<file path="config.mk">
export PLATFORM = sky130hd
export DESIGN_NAME = decl_emitter_flat
export DESIGN_NICKNAME = d
export VERILOG_FILES = /design/src/rtl/decl_emitter_if.sv /design/src/rtl/decl_emitter.sv /design/src/flat_wrapper.sv
export SDC_FILE = /design/constraint.sdc
export NUM_CORES = 1
export LEC_CHECK = 0
export BUFFER_PORTS_ARGS = -buffer_cell sky130_fd_sc_hd__buf_2
export CORE_ASPECT_RATIO = 0.8
export CORE_UTILIZATION = 30
export DETAILED_ROUTE_END_ITERATION = 10
export MAX_ROUTING_LAYER = met4
export PLACE_DENSITY = 0.43
export SETUP_SLACK_MARGIN = 0.5
export SLEW_MARGIN = 15
export SYNTH_ARGS = -nofsm -noshare
export SYNTH_HDL_FRONTEND = slang
export SYNTH_SLANG_ARGS = --single-unit
export TNS_END_PERCENT = 5
</file>
<file path="constraint.sdc">
create_clock -name clk -period 4 [get_ports clk]
set_input_delay 0.8 -clock clk [delete_from_list [all_inputs] [get_ports clk]]
set_output_delay 0.8 -clock clk [all_outputs]
set_load 0.1 [all_outputs]
</file>
<file path="src/rtl/decl_emitter_if.sv">
// Character-stream handshake bundle for decl_emitter: request/capture inputs,
// a valid/ready character output, and busy/done status.
interface decl_emitter_if;
  logic       start;
  logic [2:0] var_count;
  logic [2:0] name_len;
  logic [7:0] out_char;
  logic       out_valid;
  logic       out_ready;
  logic       busy;
  logic       done;

  modport master (
    output start, var_count, name_len, out_ready,
    input  out_char, out_valid, busy, done
  );

  modport slave (
    input  start, var_count, name_len, out_ready,
    output out_char, out_valid, busy, done
  );
endinterface

</file>
<file path="src/rtl/decl_emitter.sv">
// Streams a C declaration such as "int a12, b12;" one character per accepted transfer.
// Define DECL_SPACE_AFTER_COMMA_EN to emit a space after every comma.
module decl_emitter #(
  parameter int LEAD_SPACES = 0
) (
  input  logic           clk,
  input  logic           reset,
  decl_emitter_if.slave  bus
);

  typedef enum logic [3:0] {
    IDLE, LEAD, KW, SP, NAME, COMMA, CSP, SEMI, DONE
  } state_t;

  localparam logic [1:0] LEAD_LAST = (LEAD_SPACES > 0) ? 2'(LEAD_SPACES - 1) : 2'd0;

  state_t     state_q, state_d;
  logic [1:0] lead_q, lead_d;
  logic [1:0] kw_q, kw_d;
  logic [2:0] id_q, id_d;
  logic [2:0] ci_q, ci_d;
  logic [2:0] vc_q, vc_d;
  logic [2:0] nl_q, nl_d;
  logic [7:0] out_char_q, out_char_d;
  logic       out_valid_q, out_valid_d;
  logic       busy_q, busy_d;
  logic       done_q, done_d;
  logic       xfer;

  // Character offered while sitting in state s with the given counter values.
  function automatic logic [7:0] char_of(state_t s, logic [1:0] kw, logic [2:0] id,
                                         logic [2:0] ci);
    logic [7:0] c;
    c = 8'h00;
    case (s)
      LEAD:  c = 8'h20;
      KW: begin
        case (kw)
          2'd0:    c = 8'h69;
          2'd1:    c = 8'h6e;
          default: c = 8'h74;
        endcase
      end
      SP:    c = 8'h20;
      NAME:  c = (ci == 3'd0) ? (8'h61 + {5'd0, id}) : (8'h30 + {5'd0, ci});
      COMMA: c = 8'h2c;
      CSP:   c = 8'h20;
      SEMI:  c = 8'h3b;
      default: c = 8'h00;
    endcase
    return c;
  endfunction

  assign xfer = out_valid_q && bus.out_ready;

  always_comb begin
    state_d = state_q;
    lead_d  = lead_q;
    kw_d    = kw_q;
    id_d    = id_q;
    ci_d    = ci_q;
    vc_d    = vc_q;
    nl_d    = nl_q;

    case (state_q)
      IDLE: begin
        if (bus.start) begin
          vc_d    = (bus.var_count == 3'd0) ? 3'd1 : bus.var_count;
          nl_d    = (bus.name_len == 3'd0) ? 3'd1 : bus.name_len;
          lead_d  = 2'd0;
          kw_d    = 2'd0;
          id_d    = 3'd0;
          ci_d    = 3'd0;
          state_d = (LEAD_SPACES > 0) ? LEAD : KW;
        end
      end
      LEAD: begin
        if (xfer) begin
          if (lead_q == LEAD_LAST) state_d = KW;
          else                     lead_d  = lead_q + 2'd1;
        end
      end
      KW: begin
        if (xfer) begin
          if (kw_q == 2'd2) state_d = SP;
          else              kw_d    = kw_q + 2'd1;
        end
      end
      SP: begin
        if (xfer) state_d = NAME;
      end
      NAME: begin
        if (xfer) begin
          if (ci_q == nl_q - 3'd1) begin
            ci_d    = 3'd0;
            state_d = (id_q == vc_q - 3'd1) ? SEMI : COMMA;
          end else begin
            ci_d = ci_q + 3'd1;
          end
        end
      end
      COMMA: begin
        if (xfer) begin
          id_d = id_q + 3'd1;
`ifdef DECL_SPACE_AFTER_COMMA_EN
          state_d = CSP;
`else
          state_d = NAME;
`endif
        end
      end
      CSP: begin
        if (xfer) state_d = NAME;
      end
      SEMI: begin
        if (xfer) state_d = DONE;
      end
      DONE:    state_d = IDLE;
      default: state_d = IDLE;
    endcase

    // Outputs are computed from the next state so they are registered yet current.
    out_valid_d = !(state_d inside {IDLE, DONE});
    out_char_d  = out_valid_d ? char_of(state_d, kw_d, id_d, ci_d) : 8'h00;
    busy_d      = out_valid_d;
    done_d      = (state_d == DONE);
  end

  always_ff @(posedge clk) begin
    if (reset) begin
      state_q     <= IDLE;
      lead_q      <= 2'd0;
      kw_q        <= 2'd0;
      id_q        <= 3'd0;
      ci_q        <= 3'd0;
      vc_q        <= 3'd0;
      nl_q        <= 3'd0;
      out_char_q  <= 8'h00;
      out_valid_q <= 1'b0;
      busy_q      <= 1'b0;
      done_q      <= 1'b0;
    end else begin
      state_q     <= state_d;
      lead_q      <= lead_d;
      kw_q        <= kw_d;
      id_q        <= id_d;
      ci_q        <= ci_d;
      vc_q        <= vc_d;
      nl_q        <= nl_d;
      out_char_q  <= out_char_d;
      out_valid_q <= out_valid_d;
      busy_q      <= busy_d;
      done_q      <= done_d;
    end
  end

  assign bus.out_char  = out_char_q;
  assign bus.out_valid = out_valid_q;
  assign bus.busy      = busy_q;
  assign bus.done      = done_q;

endmodule

</file>
<file path="src/flat_wrapper.sv">
// flat-port wrapper written by rule: the top's interface ports become plain ports
module decl_emitter_flat 
#(
  parameter int LEAD_SPACES = 0
)
  (clk, reset, bus_start, bus_var_count, bus_name_len, bus_out_ready, bus_out_char, bus_out_valid, bus_busy, bus_done);
  decl_emitter_if bus_i ();
  input  logic clk;
  input  logic reset;
  input wire logic [$bits(bus_i.start)-1:0] bus_start;
  input wire logic [$bits(bus_i.var_count)-1:0] bus_var_count;
  input wire logic [$bits(bus_i.name_len)-1:0] bus_name_len;
  input wire logic [$bits(bus_i.out_ready)-1:0] bus_out_ready;
  output wire logic [$bits(bus_i.out_char)-1:0] bus_out_char;
  output wire logic [$bits(bus_i.out_valid)-1:0] bus_out_valid;
  output wire logic [$bits(bus_i.busy)-1:0] bus_busy;
  output wire logic [$bits(bus_i.done)-1:0] bus_done;
  assign bus_i.start = bus_start;
  assign bus_i.var_count = bus_var_count;
  assign bus_i.name_len = bus_name_len;
  assign bus_i.out_ready = bus_out_ready;
  assign bus_out_char = bus_i.out_char;
  assign bus_out_valid = bus_i.out_valid;
  assign bus_busy = bus_i.busy;
  assign bus_done = bus_i.done;
  decl_emitter #(.LEAD_SPACES(LEAD_SPACES)) u_core (.clk(clk), .reset(reset), .bus(bus_i));
endmodule
</file>
# Word level (Yosys, flattened, before mapping)

Cells that the tools add are included.

Memories: 0
Bits in latches: 0
Output and inout bits: 11
Bits in writable memories: 0
Word-level logic and storage cells: 87
Register bits: 30
Input bits: 10
ROM bits: 0

Bitwise logic cells: 0
Multipliers: 0
Equality and inequality tests: 22
Div/mod/pow operators: 0
Shift operators: 0
Reductions and logical operators: 16
Magnitude comparators: 0
Mux-type cells: 31
$add $sub $neg: 8

Operators by type and width:

| operator                                                               | count |
|---|---|
| 8-bit one-hot mux with 5 select lines                                  | 1 |
| 4-bit 2-to-1 mux                                                       | 9 |
| 4-bit by 3-bit equality test with 1-bit output (second input constant) | 8 |
| 4-bit one-hot mux with 6 select lines                                  | 1 |
| 3-bit 2-to-1 mux                                                       | 7 |
| 4-bit by 2-bit equality test with 1-bit output (second input constant) | 4 |
| 2-bit 2-to-1 mux                                                       | 7 |
| 3-bit one-hot mux with 2 select lines                                  | 2 |
| 5-bit one-hot mux with 2 select lines                                  | 1 |
| 3-bit zero test                                                        | 3 |
| 7-bit by 3-bit adder with 8-bit output (first input constant)          | 1 |
| 4-bit by 1-bit equality test with 1-bit output (second input constant) | 2 |
| 4-bit zero test                                                        | 2 |
| 8-bit 2-to-1 mux                                                       | 1 |
| 2-bit one-hot mux with 2 select lines                                  | 2 |
| 6-bit by 3-bit adder with 7-bit output (first input constant)          | 1 |
| 3-bit by 1-bit adder with 3-bit output (second input constant)         | 2 |
| 3-bit equality test                                                    | 2 |
| 3-bit OR reduction                                                     | 2 |
| 3-bit by 1-bit subtractor with 3-bit output (second input constant)    | 2 |
| 2-bit by 1-bit adder with 2-bit output (second input constant)         | 2 |
| 4-bit equality test (second input constant)                            | 1 |
| 2-bit zero test                                                        | 2 |
| 2-bit != test (second input constant)                                  | 2 |
| 9 further kinds                                                        | 10 |

# Logic depth before layout (Yosys ltp)

Gate-level depths: netlist (run 1).

Depth in word-level cells: 9
Mapped depth: 8
Gate-level depth less buffers: 8

# Worst setup path before layout (run 1)

No wires, ideal clock.

Path type: register to register
Start: register u_core.out_valid_q, in the netlist u_core.bus.out_valid
End: register u_core.out_char_q[2], in the netlist u_core.bus.out_char[2]
Buffers on the path: 0
Arrival: 2602 ps
Setup slack: 1312 ps
Cell stages (with the launch flop): 8
Path through: dfxtp_1 nand3_1 or4_1 a21oi_1 ha_1 xor2_1 nand2_2 a221oi_2

Cells in the longest elaborated chain, start to end: 6

RTL lines:

| what                                   | RTL line            | source |
|---|---|---|
| from (decl)                            | decl_emitter.sv:25  | `logic out_valid_q, out_valid_d;` |
| from (signal assigned)                 | decl_emitter.sv:151 | `out_valid_q <= out_valid_d;` |
| 1-bit logical AND                      | decl_emitter.sv:54  | `assign xfer = out_valid_q && bus.out_ready;` |
| 3-bit 2-to-1 mux                       | decl_emitter.sv:103 | `if (xfer) begin` |
| 3-bit one-hot mux with 2 select lines  | decl_emitter.sv:65  | `case (state_q)` |
| net u_core.id_d[0]                     | decl_emitter.sv:20  | `logic [2:0] id_q, id_d;` |
| 7-bit by 3-bit adder with 8-bit output | decl_emitter.sv:45  | `NAME: c = (ci == 3'd0) ? (8'h61 + {5'd0, id}) : (8'h30 + {5'd0, ci});` |
| 8-bit 2-to-1 mux                       | decl_emitter.sv:45  |  |
| 8-bit one-hot mux with 5 select lines  | decl_emitter.sv:35  | `case (s)` |
| to (signal assigned)                   | decl_emitter.sv:150 | `out_char_q <= out_char_d;` |
| to (decl)                              | decl_emitter.sv:24  | `logic [7:0] out_char_q, out_char_d;` |

The timed path passes the listed nets, and every way through them passes these cells.
A chain may end at the register's enable or synchronous reset.

# Worst setup path after layout (run 1)

Start: input port bus_out_ready
End: register u_core.out_char_q[2], in the netlist u_core.bus.out_char[2]

Cells in the longest elaborated chain, start to end: 6

RTL lines:

| what                                                                        | RTL line            | source |
|---|---|---|
| from (decl)                                                                 | flat_wrapper.sv:13  | `input wire logic [$bits(bus_i.out_ready)-1:0] bus_out_ready;` |
| 1-bit logical AND *                                                         | decl_emitter.sv:54  |  |
| 3-bit 2-to-1 mux (tied with other cells)                                    | decl_emitter.sv:103 |  |
| 3-bit one-hot mux with 2 select lines (tied with other cells)               | decl_emitter.sv:65  |  |
| 7-bit by 3-bit adder with 8-bit output (tied with other cells)              | decl_emitter.sv:45  |  |
| 8-bit 2-to-1 mux (tied with other cells)                                    | decl_emitter.sv:45  |  |
| 8-bit one-hot mux with 5 select lines or 2-bit OR reduction (tied branches) | -                   |  |

Every way passes the cells marked *; elsewhere a longest branch is shown, timed or not.

==> flow_summary_export.csv, run 1 <==
group,metric,value,unit
critical_path,crit_type,"in2reg",
critical_path,reg2regPathDepth,6,
detailed_routing,post_drt_via_cell_ratio,5.02,
power,power_leakage,0.841,nW
placement,place_congestion,0.786,
cts,cts.reportedPaths.clkPinSlew,0.06,ns
yosys,ys.flop_type,"dfxtp_1",
detailed_routing,vias,1491,
timing,tightestPinTransition,0.894,ns
timing,setup_violations,0,
critical_path,worstSetupStartpointType,"primary input",
cts,tritoncts,"yes",
cts,clk_latency,0.28,ns
yosys,netlist_top_cells_count,"dfxtp_1, nor2_1, inv_1, nand2_1, a21oi_1",
min_path,whs_path_depth,2,
floorplan,rows,24,
layout,nets,236,
yosys,synth_top_area_share,33.5,%
power,ir_drop,0.177,mV
yosys,yosysMostFrequentCell,"dfxtp_1",
floorplan,die_w,86.9,um
global_route,grt_pass1_vias,1423,
power,p_per_area,342,nW/um^2
critical_path,crit_path_max_fanout,9,
yosys,syn_inst,202,
yosys,avgSynthCellArea,8.57,sq um
cts,cts_resized,0,
yosys,synth-seq-cells,29,
detailed_routing,ant_nets,0,
floorplan,core,5500,sq um
global_route,antenna_found_initial,0,
yosys,synth_area_leaders,"dfxtp_1, ha_1, nor2_1",
timing,hold_ws,0.458,ns
layout,area_growth,13.4,%
global_route,grt_max_degree,18,
global_route,overflow,0,
critical_path,critPathRequiredTime,4.19,ns
placement,portBuffers,19,
cts,htree_levels,2,
yosys,synth_cell_types,54,
global_route,gr-usage-all-layers,15.6,%
yosys,netlist_area,1730,sq um
timing,max_freq,386,MHz
timing,fin_tns_setup,0,ns
yosys,syn-num-nets,220,
global_route,grt_pass1_wl,7.06,mm
floorplan,ios,21,
yosys,synth_edf_count,0,
critical_path,cp-end-kind,"flop",
timing,fin_skew,0.00969,ns
layout,n_antenna_cell,0,
timing,hold_viol_final,0,
min_path,hold_class,"reg2reg",
timing,finalCritPeriodShare,64.8,%
detailed_routing,routed_wl,4.06,mm
timing,period_needed,2.59,ns
detailed_routing,drtIter0Drc,95,
cts,hold_buffers,0,
critical_path,cp.arrival,2.79,ns
timing,drv_slew,0,
detailed_routing,avgRoutedWirePerCell,13.7,um
cts,clockBufferDepth,2,
floorplan,initial_core_util,31.5,%
cts,cts_sinks,29,
run_status,status,"completed",
yosys,seq_area_frac_synth,33.5,%
cts,numCtsBuffers,5,
floorplan,die_h,70.0,um
floorplan,die-area,6080,sq um
cts,postCtsSetupBuffers,0,
placement,dp_hpwl,3.04,mm
yosys,ys_warn_count,0,
yosys,ys_async_sr_fraction,0,%
yosys,synth_area_leader_cell,"dfxtp_1",
layout,drive_gt1_share,18.7,%
timing,slew_headroom,40.2,%
detailed_routing,drc,0,
flow_run,maxCapViolCount,0,
cts,root_buffer,"clkbuf_8",
timing,rsz0062_at_grt,"no",
detailed_routing,first_pass_iters,4,
worst max-delay path, cell delays in order:
cell and delay, ns:
buf_2 0.12, nand2_1 0.18, a21oi_1 0.10, o32ai_1 0.80, a41o_1 0.39, nand3_1 0.15, a221oi_2 0.25
power breakdown:
group / internal, mW / switching, mW / total, mW
logic: 0.0277 / 0.0726 / 0.100
registers: 0.297 / 0.00642 / 0.304
clock network: 0.155 / 0.112 / 0.267
routing by layer:
metal / vias up / global-route usage, % / share of wire, %
met5: - / - / 0
met3: 10 / 3.90 / 3.5
met4: 0 / 6.11 / 1.8
met1: 705 / 22.0 / 53
li1: 751 / - / -
met2: 25 / 21.1 / 41
final cells by class:
| class | instances | area, sq um |
|---|---|---|
| Fill cell | 584 | 3530 |
| Multi-Input combinational cell | 149 | 1040 |
| Sequential cell | 29 | 581 |
| Tap cell | 78 | 97.6 |
| Clock buffer | 7 | 96.3 |
| Timing Repair Buffer | 19 | 95.1 |
| Inverter | 14 | 52.6 |
| Clock inverter | 1 | 5.00 |
kinds of logic (layout without fill, tap and decap cells):
family | Yosys count | count (layout) | synth area share [%]
AO/OA/AOI/OAI | 42 | 42 | 19.5
other | 1 | 1 | 0.217
buffers and inverters | 24 | 41 | 6.65
XOR/XNOR | 8 | 8 | 4.84
adder cells (fa/ha/maj) | 8 | 8 | 5.78
AND/OR/NAND/NOR | 85 | 85 | 26.5
flip-flops | 29 | 29 | 33.5
multiplexers | 5 | 5 | 2.96
sequential cells by signal, summed over array words and instances (netlist names), 2 cells and up:
register / count
u_core.id_q: 3
u_core.kw_q: 2
u_core.state_q: 4
u_core.bus.out_char: 7
u_core.vc_q: 3
u_core.lead_q: 2
u_core.ci_q: 3
u_core.nl_q: 3
cell usage in the layout, fill, tap and decap left out, types with 2 or more instances in the layout:
master     n
a211oi_1   3
a21oi_1    9
a31oi_1    4
a32oi_1    2
and2_1     6
and3_1     4
buf_2     19
clkbuf_8   7
dfxtp_1   29
ha_1       8
inv_1     14
mux2i_1    4
nand2_1   14
nand3_1    4
nand4_1    8
nor2_1    24
nor2b_1    3
nor3_1     6
nor3b_1    2
nor4_1     2
o21ai_0    7
o311a_1    2
o31ai_1    2
or2_2      2
or4_1      2
xor2_1     6
path summary, 6_finish.rpt:
check                               startpoint                           endpoint  slack [ns]
hold reg to reg    u_core.vc_q[1]$_SDFFE_PP0P_        u_core.vc_q[1]$_SDFFE_PP0P_        0.46
setup / recovery                 bus_out_ready  u_core.bus.out_char[2]$_SDFF_PP0_        1.41
setup reg to reg  u_core.state_q[1]$_SDFF_PP0_  u_core.bus.out_char[2]$_SDFF_PP0_        1.55
hold / removal     u_core.vc_q[1]$_SDFFE_PP0P_        u_core.vc_q[1]$_SDFFE_PP0P_        0.46
stage by stage:
stage          utilization [%]  std cells  setup WS, ns  area (sq um)  total power, mW
5_1_grt                   35.7        297          1.29          1960            0.705
2_1_floorplan                -        202          1.31          1730            0.392
3_3_place_gp              33.9        289          1.09          1860            0.412
6_report                  35.7        297          1.41          1960            0.671
3_5_place_dp              33.9        289          1.12          1860            0.412
4_1_cts                   35.7        297          1.41          1960            0.683
Note: power is estimated with default switching activity, not from simulation.
==> inputs of run 2 (changes only) <==
--- a/config.mk
+++ b/config.mk
@@ -10,7 +10,7 @@
 export CORE_UTILIZATION = 30
 export DETAILED_ROUTE_END_ITERATION = 10
 export MAX_ROUTING_LAYER = met4
-export PLACE_DENSITY = 0.43
+export PLACE_DENSITY = 0.44
 export SETUP_SLACK_MARGIN = 0.5
 export SLEW_MARGIN = 15
 export SYNTH_ARGS = -nofsm -noshare
==> constraint.sdc (replaced) <==
create_clock -name clk -period 2.19 [get_ports clk]
set_input_delay 0.438 -clock clk [delete_from_list [all_inputs] [get_ports clk]]
set_output_delay 0.438 -clock clk [all_outputs]
set_load 0.1 [all_outputs]
==> run 2 against run 1 <==
Compared with the run above:
- sequential power is 82% higher
- clock power is 59% higher
- non-clock buffer count is 27 higher
- worst setup slack worse by 1.2 ns
- critical endpoint unchanged
- largest power group unchanged
- highest routed layer unchanged
==> flow_summary_export.csv, run 2 (same netlist as run 1, synthesis figures left out) <==
group,metric,value,unit
critical_path,worstSetupStartpointType,"flop",
layout,n_antenna_cell,0,
power,p_per_area,522,nW/um^2
layout,final_cell_mix,"buf_4, nor2_1, dfxtp_1",
detailed_routing,vias,1576,
floorplan,initial_core_util,31.5,%
critical_path,cp-end-kind,"flop",
cts,root_buffer,"clkbuf_8",
timing,drv_slew,0,
cts,clockBufferDepth,2,
timing,rsz0062_at_grt,"yes",
layout,nets,263,
floorplan,core,5500,sq um
global_route,grt_pass1_vias,1483,
placement,portBuffers,19,
layout,drive_gt1_share,37.8,%
global_route,gr-usage-all-layers,17.1,%
critical_path,cp.arrival,2.20,ns
floorplan,die_h,70.0,um
min_path,hold_class,"in2reg",
timing,period_needed,2.01,ns
global_route,grt_pass1_wl,7.63,mm
cts,cts_sinks,29,
power,power_leakage,0.984,nW
detailed_routing,avgRoutedWirePerCell,14.0,um
critical_path,cpPeakStageDelay,0.40,ns
cts,htree_levels,2,
timing,setup_slack,0.184,ns
floorplan,ios,21,
layout,fillerInstances,585,
cts,tritoncts,"yes",
placement,place_congestion,0.794,
layout,regArea,601,sq um
placement,dpl_worst_slack,0.0144,ns
placement,dp_hpwl,3.37,mm
critical_path,reg2regPathDepth,6,
detailed_routing,drtIter0Drc,69,
global_route,antenna_found_initial,0,
timing,finalCritPeriodShare,91.6,%
cts,cts.reportedPaths.clkPinSlew,0.07,ns
flow_run,maxCapViolCount,0,
critical_path,critPathRequiredTime,2.39,ns
critical_path,cp_slowest_cell,"or3_4",
cts,clk_latency,0.28,ns
layout,area_growth,32.7,%
layout,multiInputGateArea,1170,sq um
floorplan,rows,24,
power,power,1.20,mW
detailed_routing,routed_wl,4.53,mm
cts,numCtsBuffers,5,
detailed_routing,drc,0,
detailed_routing,ant_nets,0,
global_route,overflow,0,
critical_path,rr_startpoint,"u_core.state_q[3]$_SDFF_PP0_",
critical_path,critical_path.cell_chain,"or3_4, a211o_4, a22o_4, a221oi_4, nand2_2, a221oi_2",
floorplan,die-area,6080,sq um
timing,hold_viol_final,0,
critical_path,worstReg2RegEnd,"u_core.bus.out_char[2]$_SDFF_PP0_",
critical_path,crit_start,"u_core.state_q[3]$_SDFF_PP0_",
timing,max_freq,499,MHz
layout,final_common_cell,"buf_4",
layout,largest_reg_flops,7,
critical_path,r2r_slack,0.18,ns
global_route,grt_max_degree,18,
power,ir_drop,0.213,mV
cts,hold_buffers,0,
detailed_routing,post_drt_via_cell_ratio,4.86,
detailed_routing,first_pass_iters,4,
timing,fin_skew,0.00683,ns
timing,hold_ws,0.406,ns
floorplan,die_w,86.9,um
run_status,status,"completed",
critical_path,crit_end,"u_core.bus.out_char[2]$_SDFF_PP0_",
timing,fin_tns_setup,0,ns
critical_path,crit_type,"reg2reg",
critical_path,crit_path_max_fanout,5,
timing,setup_violations,0,
-- run 2: cell types whose count changed in the layout (fill, tap and decap cells not counted), sizes merged --
| cell | change |
|---|---|
| clkbuf | -1 |
| clkinv | +1 |
| buf | +27 |
-- run 2: area by class of cell --
type / count / area share, %
inverter: 14 / 2.29
multi-input combinational: 149 / 50.8
sequential: 29 / 26.1
tap: 78 / 4.25
clock inverter: 2 / 0.435
clock buffer: 6 / 3.16
timing repair buffer: 46 / 13.0
-- run 2: timing repair --
action,4_1_cts,5_1_grt
buffers inserted,7,3
pin swaps,4,8
endpoints found under the setup margin,17,17
resized for setup,15,12
-- run 2: power breakdown --
part	total, mW	internal (mW)	switching (mW)
clock network	0.425	0.220	0.205
logic	0.221	0.0738	0.147
registers	0.554	0.541	0.0139
total	1.20	0.834	0.366
-- run 2: how the worst min path moves through the flow --
stage | slack [ns] | to | depth (start not counted) | start
floorplan | 0.44 | u_core.nl_q[1]$_SDFFE_PP0P_ | 2 | u_core.nl_q[1]$_SDFFE_PP0P_
global placement | 0.45 | u_core.nl_q[1]$_SDFFE_PP0P_ | 2 | u_core.nl_q[1]$_SDFFE_PP0P_
finish | 0.41 | u_core.nl_q[1]$_SDFFE_PP0P_ | 3 | bus_name_len[1]
CTS | 0.41 | u_core.nl_q[2]$_SDFFE_PP0P_ | 3 | bus_name_len[2]
detailed placement | 0.45 | u_core.vc_q[1]$_SDFFE_PP0P_ | 2 | u_core.vc_q[1]$_SDFFE_PP0P_
global route | 0.41 | u_core.nl_q[2]$_SDFFE_PP0P_ | 3 | bus_name_len[2]
-- run 2: per-stage QoR --
stage | utilization, % | instance area [sq um] | cells
2_1_floorplan | - | 1790 | 202
3_3_place_gp | 37.2 | 2040 | 306
3_5_place_dp | 37.2 | 2040 | 306
4_1_cts | 40.6 | 2230 | 321
5_1_grt | 41.8 | 2300 | 324
6_report | 41.8 | 2300 | 324
-- run 2: metal layers --
layer / wire length [um] / global-route usage, %
met5: 0 / -
met4: 28 / 2.78
met3: 144 / 4.96
met2: 1970 / 24.2
met1: 2390 / 24.2
-- run 2: critical path: cells and delay by family, from the launching register on --
kind	cells	cell delay, ns
AOI/OAI and AO/OA	4	1.05
and+or+nand+nor	2	0.50
DFF	1	0.37
==> inputs of run 3 (changes only) <==
--- a/config.mk
+++ b/config.mk
@@ -5,6 +5,7 @@
 export SDC_FILE = /design/constraint.sdc
 export NUM_CORES = 1
 export LEC_CHECK = 0
+export ABC_AREA = 1
 export BUFFER_PORTS_ARGS = -buffer_cell sky130_fd_sc_hd__buf_2
 export CORE_ASPECT_RATIO = 0.8
 export CORE_UTILIZATION = 30
==> run 3 against run 2 <==
Compared with the run above:
- worst setup slack improved by 0.25 ns
- area after synthesis rose by 6.0%
- sequential cell count is the same
- synthesized cell count increased by 36%
- critical path depth rose by 5
- die area rose by 5.8%
- sequential power rose by 0.9%
- hold slack better by 0.040 ns
- non-clock buffer count shrank 11
- largest cell class unchanged
- via count is 10% higher
- global-route usage is 0.14 points lower
==> flow_summary_export.csv, run 3 <==
group,metric,value,unit
detailed_routing,routed_wl,4.58,mm
yosys,avgSynthCellArea,6.67,sq um
layout,final_common_cell,"nand2_1",
global_route,grt_max_degree,15,
cts,root_buffer,"clkbuf_8",
layout,fillerInstances,631,
timing,hold_ws,0.446,ns
yosys,synth_edf_count,0,
yosys,syn_inst,275,
critical_path,crit_type,"reg2reg",
layout,final_cells,393,
layout,largest_reg_flops,7,
power,power_leakage,1.21,nW
timing,period_needed,1.76,ns
floorplan,rows,25,
global_route,grt_pass1_wl,7.67,mm
yosys,netlist_area,1840,sq um
global_route,grt_pass1_vias,1581,
cts,numCtsBuffers,5,
floorplan,ios,21,
cts,cts.reportedPaths.clkPinSlew,0.06,ns
yosys,syn-num-nets,293,
timing,hold_viol_final,0,
layout,n_antenna_cell,0,
layout,regArea,601,sq um
placement,portBuffers,19,
yosys,ys.flop_type,"dfxtp_1",
cts,cts_sinks,29,
detailed_routing,post_drt_via_cell_ratio,4.43,
floorplan,core,5910,sq um
layout,nets,329,
critical_path,cp-end-kind,"flop",
cts,tritoncts,"yes",
yosys,synth_area_leader_cell,"dfxtp_1",
critical_path,critPathRequiredTime,2.42,ns
floorplan,die_h,72.0,um
min_path,hold_class,"in2reg",
yosys,yosysMostFrequentCell,"nand2_1",
floorplan,die-area,6440,sq um
global_route,gr-usage-all-layers,16.9,%
flow_run,maxCapViolCount,0,
timing,max_freq,569,MHz
yosys,ys_warn_count,0,
floorplan,die_w,89.5,um
detailed_routing,avgRoutedWirePerCell,11.7,um
run_status,status,"completed",
yosys,synth_area_leaders,"dfxtp_1, nand2_1, inv_1",
layout,drive_gt1_share,34.9,%
yosys,synth_top_area_share,31.6,%
timing,setup_violations,0,
yosys,ys_async_sr_fraction,0,%
layout,area_growth,30.7,%
timing,fin_tns_setup,0,ns
cts,clockBufferDepth,2,
layout,multiInputGateArea,1210,sq um
yosys,synth_cell_types,32,
cts,clk_latency,0.29,ns
yosys,synth-seq-cells,29,
critical_path,cp.arrival,1.99,ns
timing,fin_skew,0.00479,ns
power,ir_drop,0.341,mV
critical_path,worstSetupStartpointType,"flop",
placement,place_congestion,0.816,
detailed_routing,vias,1741,
placement,dp_hpwl,3.39,mm
timing,rsz0062_at_grt,"yes",
floorplan,initial_core_util,31.0,%
layout,utilization,40.6,%
critical_path,crit_path_max_fanout,5,
global_route,overflow,0,
power,p_per_area,542,nW/um^2
layout,final_cell_mix,"nand2_1, inv_1, nor2_1, dfxtp_1, buf_2",
placement,numPlacedInstances,372,
global_route,antenna_found_initial,0,
cts,htree_levels,2,
detailed_routing,drtIter0Drc,80,
detailed_routing,ant_nets,0,
detailed_routing,first_pass_iters,4,
timing,finalCritPeriodShare,80.2,%
detailed_routing,drc,0,
yosys,netlist_top_cells_count,"nand2_1, inv_1, dfxtp_1, nor2_1, nand3_1",
timing,drv_slew,0,
yosys,seq_area_frac_synth,31.6,%
[run 3: power by group]
part / internal [mW] / total [mW] / switching (mW) / leakage (nW)
Sequential: 0.547 / 0.559 / 0.0124 / 0.241
Combinational: 0.0762 / 0.271 / 0.194 / 0.919
Clock: 0.256 / 0.470 / 0.214 / 0.0455
[run 3: cell type report]
cell class,count,area share [%]
tap,81,4.23
timing repair buffer,35,8.97
clock buffer,8,3.76
multi-input combinational,194,50.5
inverter,46,7.51
sequential,29,25.0
[run 3: worst max-delay path, stage by stage (launching register included)]
cell	delay (ns)
dfxtp_4	0.37
nor2_4	0.19
buf_4	0.14
nand3_1	0.12
nor2_1	0.20
a21oi_4	0.08
nand3_4	0.09
buf_4	0.12
nand3_1	0.11
nand3_1	0.13
nor2_1	0.05
nor2_1	0.07
[run 3: layer usage]
| layer | global-route usage, % | wire length (um) | vias up |
|---|---|---|---|
| met5 | - | 0 | - |
| met4 | 5.29 | 52 | 0 |
| met3 | 5.57 | 158 | 6 |
| li1 | - | - | 936 |
| met2 | 23.2 | 1870 | 21 |
| met1 | 23.5 | 2500 | 778 |
[run 3: repair_timing]
item,CTS,global route
gates cloned,0,0
setup buffers,5,8
endpoints found under the setup margin,8,8
pin swaps,11,10
gates resized for setup,26,17
hold buffers,0,0
[run 3: cells by family (layout without fill, tap and decap cells)]
family | Yosys count | in the layout | share of synthesized area, %
compound gates | 38 | 38 | 12.1
xor+xnor | 5 | 5 | 2.39
flops | 29 | 29 | 31.6
simple gates | 142 | 142 | 36.8
other cells | 1 | 1 | 0.204
fa+ha+maj | 8 | 8 | 5.45
buf+inv | 52 | 89 | 11.5
[run 3: per-stage QoR]
step	area, sq um	total power, mW	setup WS (ns)
after global placement	2080	0.818	0.0662
after CTS	2270	1.31	0.395
after global routing	2400	1.38	0.279
after floorplan	1900	0.769	0.468
final	2400	1.30	0.433
after detailed placement	2080	0.816	0.0980
[run 3: final timing paths]
path	start	end	slack (ns)	cells after the start
worst max-delay path	u_core.state_q[3]$_SDFF_PP0_	u_core.bus.out_char[0]$_SDFF_PP0_	0.43	11
worst min-delay path	bus_name_len[1]	u_core.nl_q[1]$_SDFFE_PP0P_	0.45	3
worst max register to register	u_core.state_q[3]$_SDFF_PP0_	u_core.bus.out_char[0]$_SDFF_PP0_	0.43	11
worst min register to register	u_core.vc_q[1]$_SDFFE_PP0P_	u_core.vc_q[1]$_SDFFE_PP0P_	0.46	2
